--- config.mk ---
export PLATFORM = sky130hd
export DESIGN_NAME = muldiv_sequencer_flat
export DESIGN_NICKNAME = d
export VERILOG_FILES = /design/src/rtl/muldiv_sequencer_if.sv /design/src/rtl/muldiv_sequencer.sv /design/src/flat_wrapper.sv
export SDC_FILE = /design/constraint.sdc
export NUM_CORES = 2
export LEC_CHECK = 0
export CORE_ASPECT_RATIO = 0.6
export CORE_MARGIN = 3
export CORE_UTILIZATION = 30
export CTS_BUF_LIST = sky130_fd_sc_hd__clkbuf_8
export CTS_CLUSTER_SIZE = 24
export DETAILED_ROUTE_END_ITERATION = 6
export PLACE_DENSITY_LB_ADDON = 0.1
export SETUP_SLACK_MARGIN = 0.15
export SYNTH_ARGS = -nofsm -noshare
export SYNTH_HDL_FRONTEND = slang
export SYNTH_SLANG_ARGS = --single-unit
--- constraint.sdc ---
create_clock -name clk -period 9 [get_ports clk]
set_input_delay 2.25 -clock clk [delete_from_list [all_inputs] [get_ports clk]]
set_output_delay 2.25 -clock clk [all_outputs]
set_load 0.01 [all_outputs]
--- src/rtl/muldiv_sequencer_if.sv ---
// muldiv_sequencer_if
// Request/response bundle between the EX stage and the multiply/divide
// sequencer.
//   master (pipeline side): drives start, funct3, data1, data2, flush;
//                           sees busy, stall, valid, result.
//   slave  (sequencer)    : the mirror image of master.
interface muldiv_sequencer_if #(
  parameter int XLEN = 32
);
  logic            start;
  logic [2:0]      funct3;
  logic [XLEN-1:0] data1;
  logic [XLEN-1:0] data2;
  logic            flush;
  logic            busy;
  logic            stall;
  logic            valid;
  logic [XLEN-1:0] result;

  modport master (
    output start, funct3, data1, data2, flush,
    input  busy, stall, valid, result
  );

  modport slave (
    input  start, funct3, data1, data2, flush,
    output busy, stall, valid, result
  );
endinterface

--- src/rtl/muldiv_sequencer.sv ---
// muldiv_sequencer
// Multi-cycle RV32M controller. An operation is accepted in IDLE, operands
// are latched, and the pipeline is stalled while a registered multiplier
// settles (MUL_LATENCY cycles) or a restoring divider iterates (XLEN cycles).
// The result is presented with a one-cycle valid pulse and held afterwards.
// Ports:
//   clk    - rising-edge clock
//   rst_n  - asynchronous active-low reset
//   bus    - muldiv_sequencer_if.slave (start/funct3/data1/data2/flush in,
//            busy/stall/valid/result out)
module muldiv_sequencer #(
  parameter int XLEN        = 32,
  parameter int MUL_LATENCY = 2
) (
  input  logic                clk,
  input  logic                rst_n,
  muldiv_sequencer_if.slave   bus
);

  localparam int CW = $clog2(XLEN);

  typedef enum logic [1:0] {
    S_IDLE = 2'd0,
    S_MUL  = 2'd1,
    S_DIV  = 2'd2,
    S_DONE = 2'd3
  } state_t;

  // Two's complement magnitude; the most negative value maps onto itself
  // and is then treated as unsigned.
  function automatic logic [XLEN-1:0] mag(input logic [XLEN-1:0] v, input logic sgn);
    return (sgn & v[XLEN-1]) ? (XLEN'(0) - v) : v;
  endfunction

  state_t          state_q, state_d;
  logic [CW-1:0]   cnt_q, cnt_d;
  logic [1:0]      op_q, op_d;       // funct3[1:0] of the accepted op
  logic [XLEN-1:0] a_q, a_d;         // raw rs1
  logic [XLEN-1:0] b_q, b_d;         // raw rs2
  logic [XLEN:0]   rem_q, rem_d;     // one extra bit so the trial subtract never overflows
  logic [XLEN-1:0] quo_q, quo_d;
  logic [XLEN-1:0] dvs_q, dvs_d;
  logic [XLEN-1:0] result_q, result_d;
  logic            valid_q, valid_d;

  logic              accept_s, div0_s, ovf_s, div_sgn_s;
  logic              a_sgn_s, b_sgn_s;
  logic [2*XLEN-1:0] ma_s, mb_s, prod_s;
  logic [XLEN:0]     shift_s, diff_s, rem_nx_s;
  logic [XLEN-1:0]   quo_nx_s, quo_fix_s, rem_fix_s;
  logic              ge_s, q_neg_s, r_neg_s;

  assign accept_s  = (state_q == S_IDLE) & bus.start & ~bus.flush;
  assign div_sgn_s = ~bus.funct3[0];
  assign div0_s    = (bus.data2 == {XLEN{1'b0}});
  assign ovf_s     = div_sgn_s & (bus.data1 == {1'b1, {(XLEN-1){1'b0}}})
                               & (bus.data2 == {XLEN{1'b1}});

  // Multiplier: sign-extend to 2*XLEN and keep the low 2*XLEN bits of the
  // product, which is the exact signed/unsigned/mixed result.
  assign a_sgn_s = (op_q == 2'b01) | (op_q == 2'b10);
  assign b_sgn_s = (op_q == 2'b01);
  assign ma_s    = {{XLEN{a_sgn_s & a_q[XLEN-1]}}, a_q};
  assign mb_s    = {{XLEN{b_sgn_s & b_q[XLEN-1]}}, b_q};
  assign prod_s  = ma_s * mb_s;

  // One restoring step: shift {rem,quo} left, trial-subtract the divisor.
  assign shift_s  = {rem_q[XLEN-1:0], quo_q[XLEN-1]};
  assign diff_s   = shift_s - {1'b0, dvs_q};
  assign ge_s     = ~diff_s[XLEN];
  assign rem_nx_s = ge_s ? diff_s : shift_s;
  assign quo_nx_s = {quo_q[XLEN-2:0], ge_s};

  assign q_neg_s   = ~op_q[0] & (a_q[XLEN-1] ^ b_q[XLEN-1]);
  assign r_neg_s   = ~op_q[0] & a_q[XLEN-1];
  assign quo_fix_s = q_neg_s ? (XLEN'(0) - quo_nx_s) : quo_nx_s;
  assign rem_fix_s = r_neg_s ? (XLEN'(0) - rem_nx_s[XLEN-1:0]) : rem_nx_s[XLEN-1:0];

  // Next-state, datapath and registered-output computation.
  always_comb begin
    state_d  = state_q;
    cnt_d    = cnt_q;
    op_d     = op_q;
    a_d      = a_q;
    b_d      = b_q;
    rem_d    = rem_q;
    quo_d    = quo_q;
    dvs_d    = dvs_q;
    result_d = result_q;
    valid_d  = 1'b0;
    case (state_q)
      S_IDLE: begin
        if (accept_s) begin
          op_d = bus.funct3[1:0];
          a_d  = bus.data1;
          b_d  = bus.data2;
          if (!bus.funct3[2]) begin
            state_d = S_MUL;
            cnt_d   = CW'(MUL_LATENCY - 1);
          end else if (div0_s) begin
            state_d  = S_DONE;
            valid_d  = 1'b1;
            result_d = bus.funct3[1] ? bus.data1 : {XLEN{1'b1}};
          end else if (ovf_s) begin
            state_d  = S_DONE;
            valid_d  = 1'b1;
            result_d = bus.funct3[1] ? {XLEN{1'b0}} : {1'b1, {(XLEN-1){1'b0}}};
          end else begin
            state_d = S_DIV;
            cnt_d   = CW'(XLEN - 1);
            rem_d   = {(XLEN+1){1'b0}};
            quo_d   = mag(bus.data1, div_sgn_s);
            dvs_d   = mag(bus.data2, div_sgn_s);
          end
        end else begin
          state_d = S_IDLE;
        end
      end
      S_MUL: begin
        if (cnt_q == {CW{1'b0}}) begin
          state_d  = S_DONE;
          valid_d  = 1'b1;
          result_d = (op_q == 2'b00) ? prod_s[XLEN-1:0] : prod_s[2*XLEN-1:XLEN];
        end else begin
          cnt_d = cnt_q - CW'(1);
        end
      end
      S_DIV: begin
        rem_d = rem_nx_s;
        quo_d = quo_nx_s;
        if (cnt_q == {CW{1'b0}}) begin
          state_d  = S_DONE;
          valid_d  = 1'b1;
          result_d = op_q[1] ? rem_fix_s : quo_fix_s;
        end else begin
          cnt_d = cnt_q - CW'(1);
        end
      end
      S_DONE: begin
        state_d = S_IDLE;
      end
      default: begin
        state_d = S_IDLE;
      end
    endcase
    // A kill overrides everything: no result, no pulse.
    if (bus.flush) begin
      state_d  = S_IDLE;
      valid_d  = 1'b0;
      result_d = result_q;
    end else begin
      valid_d  = valid_d;
    end
  end

  // State and datapath registers.
  always_ff @(posedge clk or negedge rst_n) begin
    if (!rst_n) begin
      state_q  <= S_IDLE;
      cnt_q    <= {CW{1'b0}};
      op_q     <= 2'b00;
      a_q      <= {XLEN{1'b0}};
      b_q      <= {XLEN{1'b0}};
      rem_q    <= {(XLEN+1){1'b0}};
      quo_q    <= {XLEN{1'b0}};
      dvs_q    <= {XLEN{1'b0}};
      result_q <= {XLEN{1'b0}};
      valid_q  <= 1'b0;
    end else begin
      state_q  <= state_d;
      cnt_q    <= cnt_d;
      op_q     <= op_d;
      a_q      <= a_d;
      b_q      <= b_d;
      rem_q    <= rem_d;
      quo_q    <= quo_d;
      dvs_q    <= dvs_d;
      result_q <= result_d;
      valid_q  <= valid_d;
    end
  end

  // Stall must already be high in the accept cycle, so it looks at start;
  // it is gated by rst_n so it drops the moment reset asserts.
  assign bus.stall  = rst_n & (accept_s | (state_q == S_MUL) | (state_q == S_DIV));
  assign bus.busy   = (state_q != S_IDLE);
  assign bus.valid  = valid_q;
  assign bus.result = result_q;

endmodule

--- src/flat_wrapper.sv ---
// flat-port wrapper written by rule: the top's interface ports become plain ports
module muldiv_sequencer_flat 
#(
  parameter int XLEN        = 32,
  parameter int MUL_LATENCY = 2
)
  (clk, rst_n, bus_start, bus_funct3, bus_data1, bus_data2, bus_flush, bus_busy, bus_stall, bus_valid, bus_result);
  muldiv_sequencer_if #(.XLEN(XLEN)) bus_i ();
  input  logic clk;
  input  logic rst_n;
  input wire logic [$bits(bus_i.start)-1:0] bus_start;
  input wire logic [$bits(bus_i.funct3)-1:0] bus_funct3;
  input wire logic [$bits(bus_i.data1)-1:0] bus_data1;
  input wire logic [$bits(bus_i.data2)-1:0] bus_data2;
  input wire logic [$bits(bus_i.flush)-1:0] bus_flush;
  output wire logic [$bits(bus_i.busy)-1:0] bus_busy;
  output wire logic [$bits(bus_i.stall)-1:0] bus_stall;
  output wire logic [$bits(bus_i.valid)-1:0] bus_valid;
  output wire logic [$bits(bus_i.result)-1:0] bus_result;
  assign bus_i.start = bus_start;
  assign bus_i.funct3 = bus_funct3;
  assign bus_i.data1 = bus_data1;
  assign bus_i.data2 = bus_data2;
  assign bus_i.flush = bus_flush;
  assign bus_busy = bus_i.busy;
  assign bus_stall = bus_i.stall;
  assign bus_valid = bus_i.valid;
  assign bus_result = bus_i.result;
  muldiv_sequencer #(.XLEN(XLEN), .MUL_LATENCY(MUL_LATENCY)) u_core (.clk(clk), .rst_n(rst_n), .bus(bus_i));
endmodule
# ---- Yosys cells after proc, flatten, opt, wreduce, memory -nomap -nowiden
# Index checks and enable logic that the tools add are counted.
dict set report word_totals {
  reg_bits 202
  in_bits 71
  out_inout_bits 35
  elab_cells 116
}
dict set report classes {
  n_addsub 6
  multipliers 1
  eq_ne 18
  muxes 46
  bitwise 21
  reduce_logical 14
}
# cell count
set op_table {}
lappend op_table {{2-to-1 mux 32 bit} 23}
lappend op_table {{one-hot mux 32 bit (2 select lines)} 2}
lappend op_table {{subtractor 1 x 32 -> 32 bit (first input constant)} 4}
lappend op_table {{one-hot mux 32 bit (3 select lines)} 1}
lappend op_table {{== test 32 bit (second input constant)} 2}
lappend op_table {{multiplier 33 x 33 -> 64 bit} 1}
lappend op_table {{subtractor 33 x 32 -> 33 bit} 1}
lappend op_table {{logical NOT 32 bit} 1}
lappend op_table {{2-to-1 mux 5 bit} 5}
lappend op_table {{AND reduction 5 bit} 3}
lappend op_table {{AND 1 bit} 11}
lappend op_table {{2-to-1 mux 2 bit} 5}
lappend op_table {{one-hot mux 5 bit (2 select lines)} 1}
lappend op_table {{!= test 2 bit (second input constant)} 4}
lappend op_table {{2-to-1 mux 1 bit} 7}
lappend op_table {{AND reduction 7 bit} 1}
lappend op_table {{== test 2 bit (second input constant)} 3}
lappend op_table {{!= test 2 x 1 -> 1 bit (second input constant)} 3}
lappend op_table {{!= test 3 x 1 -> 1 bit (second input constant)} 2}
lappend op_table {{!= test 3 bit (second input constant)} 2}
lappend op_table {{inverter 1 bit} 6}
lappend op_table {{one-hot mux 2 bit (3 select lines)} 1}
lappend op_table {{nonzero test 2 bit} 3}
lappend op_table {{logical NOT 5 bit} 1}
lappend op_table {{other kinds (9)} 13}

# ---- Depth between registers and ports, before layout
dict set report logic_depth {
  ltp_word 9
  mapped_depth 36
  depth_no_buf 32
}

# ---- Worst setup path before layout
# OpenSTA, ideal clock, no wires.
dict set report synth_timing {
  kind {reg2reg}
  from {register u_core.op_q[1]}
  to {register u_core.result_q[29], in the netlist u_core.bus.result[29]}
  setup_ns 0.086
  arrival_time_ns 8.919
  t_required_ns 8.914
  path_slack_ns -0.005
  stages_incl_launch_ff 34
  path_buffers 3
  synth_period_minus_slack_ns 9.005
  cell_sequence {dfrtp_1 -> inv_1 -> clkbuf_1 -> ha_1 -> and2_1 -> clkbuf_1 -> clkbuf_1 -> nand2_1 -> inv_1 -> fa_1 -> fa_1 -> fa_1 -> inv_1 -> fa_1 -> inv_1 -> fa_1 -> fa_1 -> inv_1 -> fa_1 -> fa_1 -> inv_1 -> ha_1 -> a21o_1 -> a21o_1 -> a211oi_1 -> a221oi_1 -> nor3b_1 -> a2111oi_0 -> o41ai_1 -> nand2b_1 -> a21oi_1 -> xnor2_1 -> nand2_1 -> a32oi_1}
}
dict set report synth_between {
  elab_chain_cells 7
  elab_cells_between_ends 12
  classes_between {mul: 1; eq/ne: 2; mux: 5; bitwise: 3; reduce/logical: 1}
}
# element line_no
set synth_lines {}
lappend synth_lines {{start: declaration} muldiv_sequencer.sv:37} ;# logic [1:0] op_q, op_d;
lappend synth_lines {{start signal: assignment} muldiv_sequencer.sv:172} ;# op_q <= op_d;
lappend synth_lines {{== test 2 x 1 -> 1 bit or == test 2 bit (tied branches)} {muldiv_sequencer.sv:61, muldiv_sequencer.sv:62}}
lappend synth_lines {{bitwise OR 1 bit} muldiv_sequencer.sv:61} ;# assign a_sgn_s = (op_q == 2'b01) | (op_q == 2'b10);
lappend synth_lines {{AND 1 bit} muldiv_sequencer.sv:63} ;# assign ma_s = {{XLEN{a_sgn_s & a_q[XLEN-1]}}, a_q};
lappend synth_lines {{multiplier 33 x 33 -> 64 bit} muldiv_sequencer.sv:65} ;# assign prod_s = ma_s * mb_s;
lappend synth_lines {{2-to-1 mux 32 bit} muldiv_sequencer.sv:123} ;# result_d = (op_q == 2'b00) ? prod_s[XLEN-1:0] : prod_s[2*XLEN-1:XLEN];
lappend synth_lines {{2-to-1 mux 32 bit} muldiv_sequencer.sv:120} ;# if (cnt_q == {CW{1'b0}}) begin
lappend synth_lines {{one-hot mux 32 bit (3 select lines) *} muldiv_sequencer.sv:91} ;# case (state_q)
lappend synth_lines {{end signal: assignment} muldiv_sequencer.sv:167} ;# result_q <= {XLEN{1'b0}};
lappend synth_lines {{end signal: assignment} muldiv_sequencer.sv:178} ;# result_q <= result_d;
lappend synth_lines {{end: declaration} muldiv_sequencer.sv:43} ;# logic [XLEN-1:0] result_q, result_d;
# Every way passes the cells marked *; elsewhere a longest branch is shown, timed or not. The select of a mux whose other input is x is not followed.
# A chain may end at the register's enable or synchronous reset.

# ---- Final worst setup path
dict set report layout_timing {
  from {register u_core.op_q[1]}
  to {register u_core.result_q[17], in the netlist u_core.bus.result[17]}
}
# Same word-level chain as after synthesis.

==> results.toml <==
[timing]
tightest_slew_ns = 1.35
hold_viol_final = 0
rsz0062_at_grt = "yes"
fin_crit_sh_pct = 96.2
timing.fmax_mhz = 116
maxSlewViolCount = 0
clock-skew-final_ns = 0.0585
fin_crit_ns = 8.65
slew_headroom_pct = 9.99
setup_violations = 0

[synth]
synth_edf_count = 0
synthCells = 6154
ys_async_sr_fraction_pct = 100
yosysSeqAreaShare_pct = 9.61
yosys_warnings = 0
synth_seq_cells = 202
yosysUniqueCellTypes = 92
syn_nets = 7609
synth_area_per_cell_sq_um = 8.54
syn_area_sq_um = 52600
synth_ff_type = "dfrtp_1"

[clock_tree]
clkLatencyLatePin_ns = 0.63
path_clk_slew_ns = 0.08
cts_sinks = 202
cts_tree = "done"
numCtsBuffers = 36
htreeDepth = 2
cts_root_buf = "clkbuf_8"
clk_path_buf_depth = 3

[job]
cap_violations = 0

[cells_and_area]
areaGrowthSynthToFinish_pct = 11.8
multi_input_area_sq_um = 41600
final_util_pct = 33.9
num-nets-final = 7684
regArea_sq_um = 5080
fill_cells = 18400
drive_gt1_share_pct = 6.76

[worst_setup_path]
required_ns = 9.54
crit_start = "u_core.op_q[1]"
r2r_setup_slack_ns = 0.35
r2r-end = "u_core.bus.result[17]"
worstPathArrival_ns = 9.19
endpoint_kind = "flop"
critPathCapture = "u_core.bus.result[17]"
crit_cells = 31
critPathMaxFanout = 20
path_common_cell = "fa_1"
r2r_start = "u_core.op_q[1]"
path_buf_inv = 8
ff2ff_path_depth = 31
path_class = "reg -> reg"
worst_setup_path_start_kind = "flop"
critical-path-top-delay-family = "adder cells"
critPathSlowestCell = "fa_1"
cpPeakStageDelay_ns = 0.54

[routing]
firstDrtPassIters = 6
post_drt_wl_per_cell_um = 22.8
drt_drc_violations_left = 0
met2_wirelength_mm = 75.2
topRoutingLayerUsed = "met5"
wl_met1_mm = 107
antenna_left = 0
first_iter_violations = 3665
totalWireLength_mm = 196
dr_wl_met3_mm = 11.4
vias = 42100
routed_via_density = 4.90

[floorplanning]
rows = 118
die_y_um = 330
core_sq_um = 173000
pin_count = 106
dieWidth_um = 546
dieArea_sq_um = 180000
start_util_pct = 30.3

[global_routing]
grt_pass1_wl_mm = 299
grt_overflow = 0
antenna_found_initial = 3
grt_start_max_net_pins = 89
grt_pass1_vias = 43300
groute.usage.overall_pct = 22.0

[min_path]
min_path_type = "reg -> reg"
hold_depth = 2

[placed_design]
hpwl_mm = 165
place_congestion = 0.923
io_buffers = 105

[status]
status = "completed"
## logic make-up (layout without fill, tap and decap cells)
logic type      Yosys count  after routing  share of synthesized area (%)
compound gates          789            789                           9.31
xor+xnor                189            189                           3.15
fa+ha+maj              1384           1384                           49.0
buf+inv                1606           1707                           11.6
flops                   202            202                           9.61
mux                      28             28                          0.543
other cells               0              1                              0
simple gates           1956           1956                           16.8
## placed cells by master (no fill, tap or decap), drive strengths merged, types with 7 or more instances in the layout
cell type	instances
xor2	78
nor2	176
nor2b	19
buf	265
clkdlybuf4s50	104
nand3	47
o41ai	11
and4	7
clkinvlp	7
a31oi	33
a2111oi	9
o21bai	15
nor3b	8
o21a	11
nor4	20
o31ai	26
fa	1126
and2	288
nand2	1192
clkbuf	43
nor3	47
nand2b	20
nand4	26
o21ai	264
or2	18
and3	31
a221oi	19
o221ai	12
o211ai	20
a21oi	218
ha	258
a211oi	22
mux2i	24
a21o	47
or4	12
a21boi	11
inv	1285
or3	26
dfrtp	202
xnor2	111
## cell usage after synthesis, drive strengths merged (15+ instances only)
library cell  instances  area [sq um]
xor2                 78           683
xnor2               111           972
and3                 31           194
nor2b                19           121
nand4                26           169
nor2                176           668
mux2i                24           240
ha                  258          3230
o21ai               264          1340
a21o                 47           354
nand2b               20           125
nand3                47           235
a221oi               19           190
nor3                 47           235
o31ai                26           195
inv                1274          4780
clkbuf              309          1170
a31oi                33           206
fa                 1126         22500
nor4                 20           125
a21oi               218          1090
o211ai               20           150
or3                  26           168
or2                  18           113
dfrtp               202          5050
o21bai               15           113
and2                288          1800
nand2              1192          4470
a211oi               22           175
buf                  23           154
## tightest hold or removal path, cell delays in order (launching register included)
cell     delay, ns
dfrtp_1       0.35
nand2_1       0.05
nand2_1       0.06
## state kept, by name (all words and copies together), names as in the netlist
| register | count |
|---|---|
| u_core.a_q | 32 |
| u_core.b_q | 32 |
| u_core.bus.result | 32 |
| u_core.bus.valid | 1 |
| u_core.cnt_q | 5 |
| u_core.dvs_q | 32 |
| u_core.op_q | 2 |
| u_core.quo_q | 32 |
| u_core.rem_q | 32 |
| u_core.state_q | 2 |
## metrics by stage
step           setup slack, ns  cells  hold WS, ns  instance area (sq um)  setup TNS (ns)
2_1_floorplan            0.198   6154        0.467                  52600               0
3_3_place_gp           -0.0928   8529        0.452                  57800          -0.146
3_5_place_dp            -0.134   8529        0.480                  57800          -0.150
4_1_cts                 0.0931   8593        0.496                  58500               0
5_1_grt                  0.102   8595        0.523                  58800               0
6_report                 0.346   8596        0.499                  58800               0
## cell type report
cell class                      count  share of cell area, %
Sequential cell                   202                   8.64
Timing Repair Buffer              369                   6.12
Antenna cell                        1                0.00426
Tap cell                         2340                   4.98
Inverter                         1274                   8.14
Clock buffer                       43                   1.01
Multi-Input combinational cell   4346                   70.8
Clock inverter                     21                  0.264
## per-layer routing
layer  GRT usage [%]  vias to the layer above
met2            29.8                     1236
met1            37.3                    21900
met5               0                        -
met4            2.59                        2
met3            2.60                      129
li1                -                    18800
## how the worst min path moves through the flow
stage                                        to             startpoint  slack [ns]
after floorplan                u_core.rem_q[30]       u_core.rem_q[30]        0.47
after global placement     u_core.bus.result[8]   u_core.bus.result[8]        0.45
after detailed placement  u_core.bus.result[16]  u_core.bus.result[16]        0.48
after CTS                        u_core.a_q[23]         u_core.a_q[23]        0.50
after global routing      u_core.bus.result[16]  u_core.bus.result[16]        0.52
final                      u_core.bus.result[8]   u_core.bus.result[8]        0.50
## timing repair
item / in CTS / in global routing
pin swaps: 1 / 13
hold buffers: 0 / 0
cloned: 0 / 0
endpoints found under the setup margin: 5 / 24
setup buffers: 0 / 2
gates resized for setup: 14 / 63
Power is not shown: default switching activity piles up to over one toggle a cycle in this logic, so the estimate is an artifact.
